$ cat src/rtl/l2_vc_requester_if.sv
// Memory-side bus of the L2 miss requester: victim cache request/response
// channel and the physical memory read channel.
interface l2_vc_requester_if #(
    parameter int ADDR_W = 16,
    parameter int LINE_W = 128
);
    logic              vc_write;
    logic              vc_read;
    logic [ADDR_W-1:0] vc_addr;
    logic [LINE_W-1:0] vc_wdata;
    logic              vc_wdirty;
    logic              vc_resp;
    logic              vc_hit;
    logic [LINE_W-1:0] vc_rdata;
    logic              vc_rdirty;
    logic              pmem_read;
    logic [ADDR_W-1:0] pmem_address;
    logic [LINE_W-1:0] pmem_rdata;
    logic              pmem_resp;

    modport master (
        output vc_write, vc_read, vc_addr, vc_wdata, vc_wdirty, pmem_read, pmem_address,
        input  vc_resp, vc_hit, vc_rdata, vc_rdirty, pmem_rdata, pmem_resp
    );

    modport slave (
        input  vc_write, vc_read, vc_addr, vc_wdata, vc_wdirty, pmem_read, pmem_address,
        output vc_resp, vc_hit, vc_rdata, vc_rdirty, pmem_rdata, pmem_resp
    );
endinterface

$ cat src/rtl/l2_vc_requester.sv
// L2 miss handler: pushes the victim line into the victim cache, probes the
// victim cache for the missing line, falls back to physical memory, then
// hands the line back to L2 as a one-cycle fill. Keeps saturating VC stats.
module l2_vc_requester #(
    parameter int ADDR_W = 16,
    parameter int LINE_W = 128,
    parameter int CNT_W  = 16
) (
    input  logic              clk,
    input  logic              rst_n,
    input  logic              miss_req,
    input  logic [ADDR_W-1:0] miss_addr,
    input  logic              evict_valid,
    input  logic [ADDR_W-1:0] evict_addr,
    input  logic [LINE_W-1:0] evict_data,
    input  logic              evict_dirty,
    output logic              busy,
    output logic              fill_valid,
    output logic [LINE_W-1:0] fill_data,
    output logic              fill_dirty,
    output logic [CNT_W-1:0]  vc_hit_count,
    output logic [CNT_W-1:0]  vc_miss_count,
    l2_vc_requester_if.master bus
);
    typedef enum logic [2:0] {IDLE, EVICT, PROBE, PMEM, FILL} state_t;

    state_t            state, state_nxt;
    logic [ADDR_W-1:0] addr_q;
    logic [ADDR_W-1:0] ev_addr_q;
    logic [LINE_W-1:0] ev_data_q;
    logic              ev_dirty_q;
    logic [LINE_W-1:0] line_q;
    logic              dirty_q;
    logic [CNT_W-1:0]  hit_cnt, miss_cnt;

    wire probe_done = (state == PROBE) && bus.vc_resp;

    // State register; reset abandons any transaction in flight.
    always_ff @(posedge clk or negedge rst_n) begin
        if (!rst_n) state <= IDLE;
        else        state <= state_nxt;
    end

    // Next state: eviction always precedes the probe, responses only count
    // in the state that owns the matching strobe.
    always_comb begin
        state_nxt = state;
        case (state)
            IDLE:  if (miss_req) state_nxt = evict_valid ? EVICT : PROBE;
            EVICT: if (bus.vc_resp) state_nxt = PROBE;
            PROBE: if (bus.vc_resp) state_nxt = bus.vc_hit ? FILL : PMEM;
            PMEM:  if (bus.pmem_resp) state_nxt = FILL;
            FILL:  state_nxt = IDLE;
            default: state_nxt = IDLE;
        endcase
    end

    // Request capture in IDLE and line capture from the VC or memory.
    always_ff @(posedge clk or negedge rst_n) begin
        if (!rst_n) begin
            addr_q     <= '0;
            ev_addr_q  <= '0;
            ev_data_q  <= '0;
            ev_dirty_q <= 1'b0;
            line_q     <= '0;
            dirty_q    <= 1'b0;
        end else begin
            if (state == IDLE && miss_req) begin
                addr_q     <= miss_addr;
                ev_addr_q  <= evict_addr;
                ev_data_q  <= evict_data;
                ev_dirty_q <= evict_dirty;
            end
            if (probe_done && bus.vc_hit) begin
                line_q  <= bus.vc_rdata;
                dirty_q <= bus.vc_rdirty;
            end
            // A line from memory is always clean.
            if (state == PMEM && bus.pmem_resp) begin
                line_q  <= bus.pmem_rdata;
                dirty_q <= 1'b0;
            end
        end
    end

    // Probe statistics, held at all-ones instead of wrapping.
    always_ff @(posedge clk or negedge rst_n) begin
        if (!rst_n) begin
            hit_cnt  <= '0;
            miss_cnt <= '0;
        end else if (probe_done) begin
            if (bus.vc_hit) begin
                if (hit_cnt != '1) hit_cnt <= hit_cnt + CNT_W'(1);
            end else begin
                if (miss_cnt != '1) miss_cnt <= miss_cnt + CNT_W'(1);
            end
        end
    end

    // Moore outputs: strobes are one-hot by state, addresses come from latches
    // so they stay stable for as long as the strobe is held.
    assign busy             = (state != IDLE);
    assign fill_valid       = (state == FILL);
    assign fill_data        = line_q;
    assign fill_dirty       = dirty_q;
    assign bus.vc_write     = (state == EVICT);
    assign bus.vc_read      = (state == PROBE);
    assign bus.vc_addr      = (state == EVICT) ? ev_addr_q :
                              (state == PROBE) ? addr_q : '0;
    assign bus.vc_wdata     = ev_data_q;
    assign bus.vc_wdirty    = ev_dirty_q;
    assign bus.pmem_read    = (state == PMEM);
    assign bus.pmem_address = addr_q;
    assign vc_hit_count     = hit_cnt;
    assign vc_miss_count    = miss_cnt;
endmodule

$ cat src/flat_wrapper.sv
// flat-port wrapper written by rule: the top's interface ports become plain ports
module l2_vc_requester_flat 
#(
    parameter int ADDR_W = 16,
    parameter int LINE_W = 128,
    parameter int CNT_W  = 16
)
  (clk, rst_n, miss_req, miss_addr, evict_valid, evict_addr, evict_data, evict_dirty, busy, fill_valid, fill_data, fill_dirty, vc_hit_count, vc_miss_count, bus_vc_write, bus_vc_read, bus_vc_addr, bus_vc_wdata, bus_vc_wdirty, bus_pmem_read, bus_pmem_address, bus_vc_resp, bus_vc_hit, bus_vc_rdata, bus_vc_rdirty, bus_pmem_rdata, bus_pmem_resp);
  l2_vc_requester_if #(.ADDR_W(ADDR_W), .LINE_W(LINE_W)) bus_i ();
  input  logic clk;
  input  logic rst_n;
  input  logic miss_req;
  input  logic [ADDR_W-1:0] miss_addr;
  input  logic evict_valid;
  input  logic [ADDR_W-1:0] evict_addr;
  input  logic [LINE_W-1:0] evict_data;
  input  logic evict_dirty;
  output logic busy;
  output logic fill_valid;
  output logic [LINE_W-1:0] fill_data;
  output logic fill_dirty;
  output logic [CNT_W-1:0] vc_hit_count;
  output logic [CNT_W-1:0] vc_miss_count;
  output wire logic [$bits(bus_i.vc_write)-1:0] bus_vc_write;
  output wire logic [$bits(bus_i.vc_read)-1:0] bus_vc_read;
  output wire logic [$bits(bus_i.vc_addr)-1:0] bus_vc_addr;
  output wire logic [$bits(bus_i.vc_wdata)-1:0] bus_vc_wdata;
  output wire logic [$bits(bus_i.vc_wdirty)-1:0] bus_vc_wdirty;
  output wire logic [$bits(bus_i.pmem_read)-1:0] bus_pmem_read;
  output wire logic [$bits(bus_i.pmem_address)-1:0] bus_pmem_address;
  input wire logic [$bits(bus_i.vc_resp)-1:0] bus_vc_resp;
  input wire logic [$bits(bus_i.vc_hit)-1:0] bus_vc_hit;
  input wire logic [$bits(bus_i.vc_rdata)-1:0] bus_vc_rdata;
  input wire logic [$bits(bus_i.vc_rdirty)-1:0] bus_vc_rdirty;
  input wire logic [$bits(bus_i.pmem_rdata)-1:0] bus_pmem_rdata;
  input wire logic [$bits(bus_i.pmem_resp)-1:0] bus_pmem_resp;
  assign bus_vc_write = bus_i.vc_write;
  assign bus_vc_read = bus_i.vc_read;
  assign bus_vc_addr = bus_i.vc_addr;
  assign bus_vc_wdata = bus_i.vc_wdata;
  assign bus_vc_wdirty = bus_i.vc_wdirty;
  assign bus_pmem_read = bus_i.pmem_read;
  assign bus_pmem_address = bus_i.pmem_address;
  assign bus_i.vc_resp = bus_vc_resp;
  assign bus_i.vc_hit = bus_vc_hit;
  assign bus_i.vc_rdata = bus_vc_rdata;
  assign bus_i.vc_rdirty = bus_vc_rdirty;
  assign bus_i.pmem_rdata = bus_pmem_rdata;
  assign bus_i.pmem_resp = bus_pmem_resp;
  l2_vc_requester #(.ADDR_W(ADDR_W), .LINE_W(LINE_W), .CNT_W(CNT_W)) u_core (.clk(clk), .rst_n(rst_n), .miss_req(miss_req), .miss_addr(miss_addr), .evict_valid(evict_valid), .evict_addr(evict_addr), .evict_data(evict_data), .evict_dirty(evict_dirty), .busy(busy), .fill_valid(fill_valid), .fill_data(fill_data), .fill_dirty(fill_dirty), .vc_hit_count(vc_hit_count), .vc_miss_count(vc_miss_count), .bus(bus_i));
endmodule
$ cat config.mk
export PLATFORM = sky130hd
export DESIGN_NAME = l2_vc_requester_flat
export DESIGN_NICKNAME = d
export VERILOG_FILES = /design/src/rtl/l2_vc_requester_if.sv /design/src/rtl/l2_vc_requester.sv /design/src/flat_wrapper.sv
export SDC_FILE = /design/constraint.sdc
export NUM_CORES = 1
export LEC_CHECK = 0
export ABC_AREA = 1
export CORE_AREA = 2 2 293 295
export DETAILED_ROUTE_END_ITERATION = 16
export DIE_AREA = 0 0 295 297
export MAX_ROUTING_LAYER = met4
export SLEW_MARGIN = 20
export SYNTH_ARGS = -nofsm -noshare
export SYNTH_HDL_FRONTEND = slang
export SYNTH_SLANG_ARGS = --single-unit
$ cat constraint.sdc
create_clock -name clk -period 1.9 [get_ports clk]
set_input_delay 0.38 -clock clk [delete_from_list [all_inputs] [get_ports clk]]
set_output_delay 0.38 -clock clk [all_outputs]
set_load 0.03 [all_outputs]
==> results.json <==
{
  "floorplan.die.width_um": 295,
  "power.ir.vdd_worst_uv": 767,
  "layout-area-overhead-vs-synth_pct": 77.2,
  "largest_driver_fanout_on_the_critical_path": 5,
  "finalNonFillerCells": 3550,
  "wl_met3_mm": 6.06,
  "dr_total_vias": 14200,
  "number_of_antenna_violations_at_the_first_check_in_global_routing": 3,
  "synth-xor-area-share": 0.00700,
  "main_combinational_cell_family_by_area_after_synthesis": "simple AND/OR/NAND/NOR gates",
  "critical_path.slowest_cell": "sky130_fd_sc_hd__dfrtp_1",
  "clock_tree_from_tritoncts": "built",
  "highest_layer": "met4",
  "reg2reg_slack_ns": -0.15,
  "place.port_buffers": 751,
  "synthDistinctLibCells": 29,
  "ctsLongestPathBuffers": 3,
  "grt_start_max_net_pins": 72,
  "rd_place_congestion": 0.844,
  "grt_pass1_vias": 13800,
  "worstSkewPairLatency_ns": 0.55,
  "mostFrequentLayoutCells": "sky130_fd_sc_hd__clkdlybuf4s50_1, sky130_fd_sc_hd__nand2_1, sky130_fd_sc_hd__dfrtp_1, sky130_fd_sc_hd__dlygate4sd2_1, sky130_fd_sc_hd__nand3_1",
  "crit_required_ns": 1.52,
  "worst_setup_skew_after_layout_ns": 0.0104,
  "violations": "setup timing",
  "synth_compound_gate_area_share": 0.0753,
  "regToRegEndpoint": "u_core.fill_data[109]",
  "detail_route.wirelength.met1_mm": 24.4,
  "vias_per_cell": 4.00,
  "timing.critical_path.to_type": "primary output",
  "power-per-cell-area_nw_per_um2": 1530,
  "finalHoldViolCount": 0,
  "cts-buffers-inserted": 39,
  "drtAntennaViolNets": 0,
  "cts-htree-levels": 2,
  "postLayoutCoreUtil": 0.315,
  "dieHeight_um": 297,
  "coreArea_um2": 84500,
  "yosys-mux-area-fraction": 0.121,
  "syn_area_per_cell_um2": 9.77,
  "cp_cell_sequence": "inv_2 > nand3_4 > clkinv_4 > buf_12 > a22o_4 > buf_12",
  "numPlacedInstances": 3427,
  "netlist_area_um2": 15000,
  "clk_pin_slew_worst_setup_hold_paths_ns": 0.06,
  "dr.pass1.iters": 4,
  "finalNetCount": 2802,
  "leakage_uw": 0.0129,
  "dieArea_um2": 87600,
  "boundaryPins": 752,
  "initial_core_util": 0.178,
  "timing.final.ws_setup_ns": -0.246,
  "hold_ws_ns": 0.300,
  "share_of_synthesized_area_occupied_by_flip_flops_and_latches": 0.541,
  "mappedNetlistNets": 1965,
  "rsz0062_at_grt": "yes",
  "timing.setup.critical_path_class": "flop to primary output",
  "layout-drive-gt1-share": 0.166,
  "clock_sink_count": 325,
  "detail_route.iter0.violations": 632,
  "fp-row-count": 107,
  "reg2reg_from": "u_core.state[2]",
  "grt_overflow": 0,
  "wire_per_inst_um": 17.8,
  "r2r_cells": 13,
  "worstMarginPinSlew_ns": 0.494,
  "timing.final.crit_period_ns": 2.15,
  "max-slew-margin-rel": 0.672,
  "ys.warnings.count": 0,
  "layout_worst_path_cycle_share": 1.13,
  "synth_adder_area_share": 0.00167,
  "dp_slack_ns": -0.186,
  "critPathCapture": "bus_vc_addr[7]",
  "wire_length_of_the_first_global_routing_pass_mm": 86.8,
  "critical_path.startpoint_type": "flop",
  "setup_total_negative_slack_ns": -7.08,
  "number_of_cells_produced_by_synthesis": 1538,
  "clockRootBuffer": "sky130_fd_sc_hd__clkbuf_16",
  "route.detailed.drc": 0,
  "cap_viol_max_count": 0,
  "slowest_delay_ns": 0.41,
  "critical_path.startpoint": "u_core.state[2]",
  "yosys_register_bits": 325,
  "slew_viol_final": 0,
  "report.final.setup_viol": 88,
  "groute.usage.overall": 0.134,
  "result_of_the_run": "finished, violations left",
  "holdCritPathClass": "primary input to async pin",
  "dpl.hpwl_mm": 47.1,
  "met2WireLength_mm": 31.2,
  "maxClockFrequency_ghz": 0.466,
  "cp.arrival_ns": 1.77,
  "synth-simple-area-share": 0.178,
  "most_common_library_cell_in_the_layout_ignoring_fill_and_taps": "sky130_fd_sc_hd__clkdlybuf4s50_1",
  "route.final.wire_length_mm": 63.2,
  "crit_top_cell": "sky130_fd_sc_hd__buf_12"
}
[final cells by class]
type                            instances  area [um^2]
Inverter                              160          608
Clock inverter                          8          134
Antenna cell                            2         5.00
Timing Repair Buffer                  892         9270
Clock buffer                           62         1190
Tap cell                             1144         1430
Multi-Input combinational cell        957         5850
Sequential cell                       325         8140
Fill cell                            8797        57900
[cell families (layout without fill, tap and decap cells)]
| kind of cell | count (synthesis) | after routing |
|---|---|---|
| flops | 325 | 325 |
| fa+ha+maj | 2 | 2 |
| compound gates | 150 | 150 |
| xor+xnor | 12 | 12 |
| other cells | 0 | 2 |
| buf+inv | 256 | 1122 |
| mux | 161 | 161 |
| simple gates | 632 | 632 |
[synth_stat cells]
cell type                    n  area share
sky130_fd_sc_hd__xor2_1      3      0.0017
sky130_fd_sc_hd__nor2_1     37      0.0092
sky130_fd_sc_hd__nand2_2     1     0.00042
sky130_fd_sc_hd__nand3b_1    3      0.0015
sky130_fd_sc_hd__nor3_1      1     0.00033
sky130_fd_sc_hd__nand2_4     1     0.00075
sky130_fd_sc_hd__buf_6      10      0.0075
sky130_fd_sc_hd__dfrtp_1   325        0.54
sky130_fd_sc_hd__a22o_1     16      0.0093
sky130_fd_sc_hd__o211ai_1  128       0.064
sky130_fd_sc_hd__mux2_2    142        0.11
sky130_fd_sc_hd__mux2_1     19       0.014
sky130_fd_sc_hd__clkbuf_1   20      0.0050
sky130_fd_sc_hd__nand4_1    11      0.0046
sky130_fd_sc_hd__inv_1     157       0.039
sky130_fd_sc_hd__o21ai_0     6      0.0020
sky130_fd_sc_hd__and2_1      1     0.00042
sky130_fd_sc_hd__xnor2_1     9      0.0052
sky130_fd_sc_hd__nand3_2     2      0.0013
sky130_fd_sc_hd__inv_2       2     0.00050
sky130_fd_sc_hd__nor2_4      3      0.0022
sky130_fd_sc_hd__ha_1        2      0.0017
sky130_fd_sc_hd__buf_2      43       0.014
sky130_fd_sc_hd__nor3_2      1     0.00067
sky130_fd_sc_hd__buf_4      14      0.0070
sky130_fd_sc_hd__nand2_1   407        0.10
sky130_fd_sc_hd__clkinv_1    1     0.00025
sky130_fd_sc_hd__nand3_1   164       0.055
sky130_fd_sc_hd__buf_1       9      0.0022
[repair_timing]
item	CTS	global route
setup endpoints to repair	315	135
setup buffers	9	14
pin swaps	2	71
cloned	0	30
hold buffers	1	0
resized for setup	332	66
endpoints found under the hold margin	28	0
[flip-flops by register name (all words and copies together), names as in the netlist]
name,flops
u_core.bus.pmem_address,16
u_core.bus.vc_wdata,128
u_core.bus.vc_wdirty,1
u_core.ev_addr_q,16
u_core.fill_data,128
u_core.fill_dirty,1
u_core.state,3
u_core.vc_hit_count,16
u_core.vc_miss_count,16
[worst min path at each step]
stage                                 end  cells after the start  startpoint
5_1_grt              u_core.fill_data[27]                      2       rst_n
6_report             u_core.fill_data[31]                      2       rst_n
3_3_place_gp         u_core.fill_data[31]                      1       rst_n
2_1_floorplan  u_core.bus.pmem_address[0]                      0       rst_n
4_1_cts              u_core.fill_data[31]                      2       rst_n
3_5_place_dp         u_core.fill_data[31]                      1       rst_n
[critical path, delay by kind of cell, from the launching register on]
family                 cells  cell delay (ns)
buffers and inverters      4             0.45
flip-flops                 1             0.41
AO/OA/AOI/OAI              1             0.24
AND/OR/NAND/NOR            1             0.10
[where the power goes]
group          internal (uW)  switching (uW)  total, uW  leakage [uW]
clock network           4720            3050       7770      0.000651
registers              10100            1870      11900       0.00399
logic                   8590           12500      21100       0.00829
[metrics by stage]
| step | total power, uW | area, um^2 |
|---|---|---|
| 4_1_cts | 40300 | 25600 |
| 3_5_place_dp | 33900 | 24400 |
| 3_3_place_gp | 33700 | 24400 |
| 2_1_floorplan | 23500 | 15000 |
| 6_report | 40800 | 26600 |
| 5_1_grt | 43100 | 26600 |
[layer usage]
layer  up-vias  GRT usage
li1       6789          -
met5         -          -
met1      6761      0.148
met3        73     0.0509
met4         0     0.0360
met2       564      0.224
(Power assumes the default switching activity.)
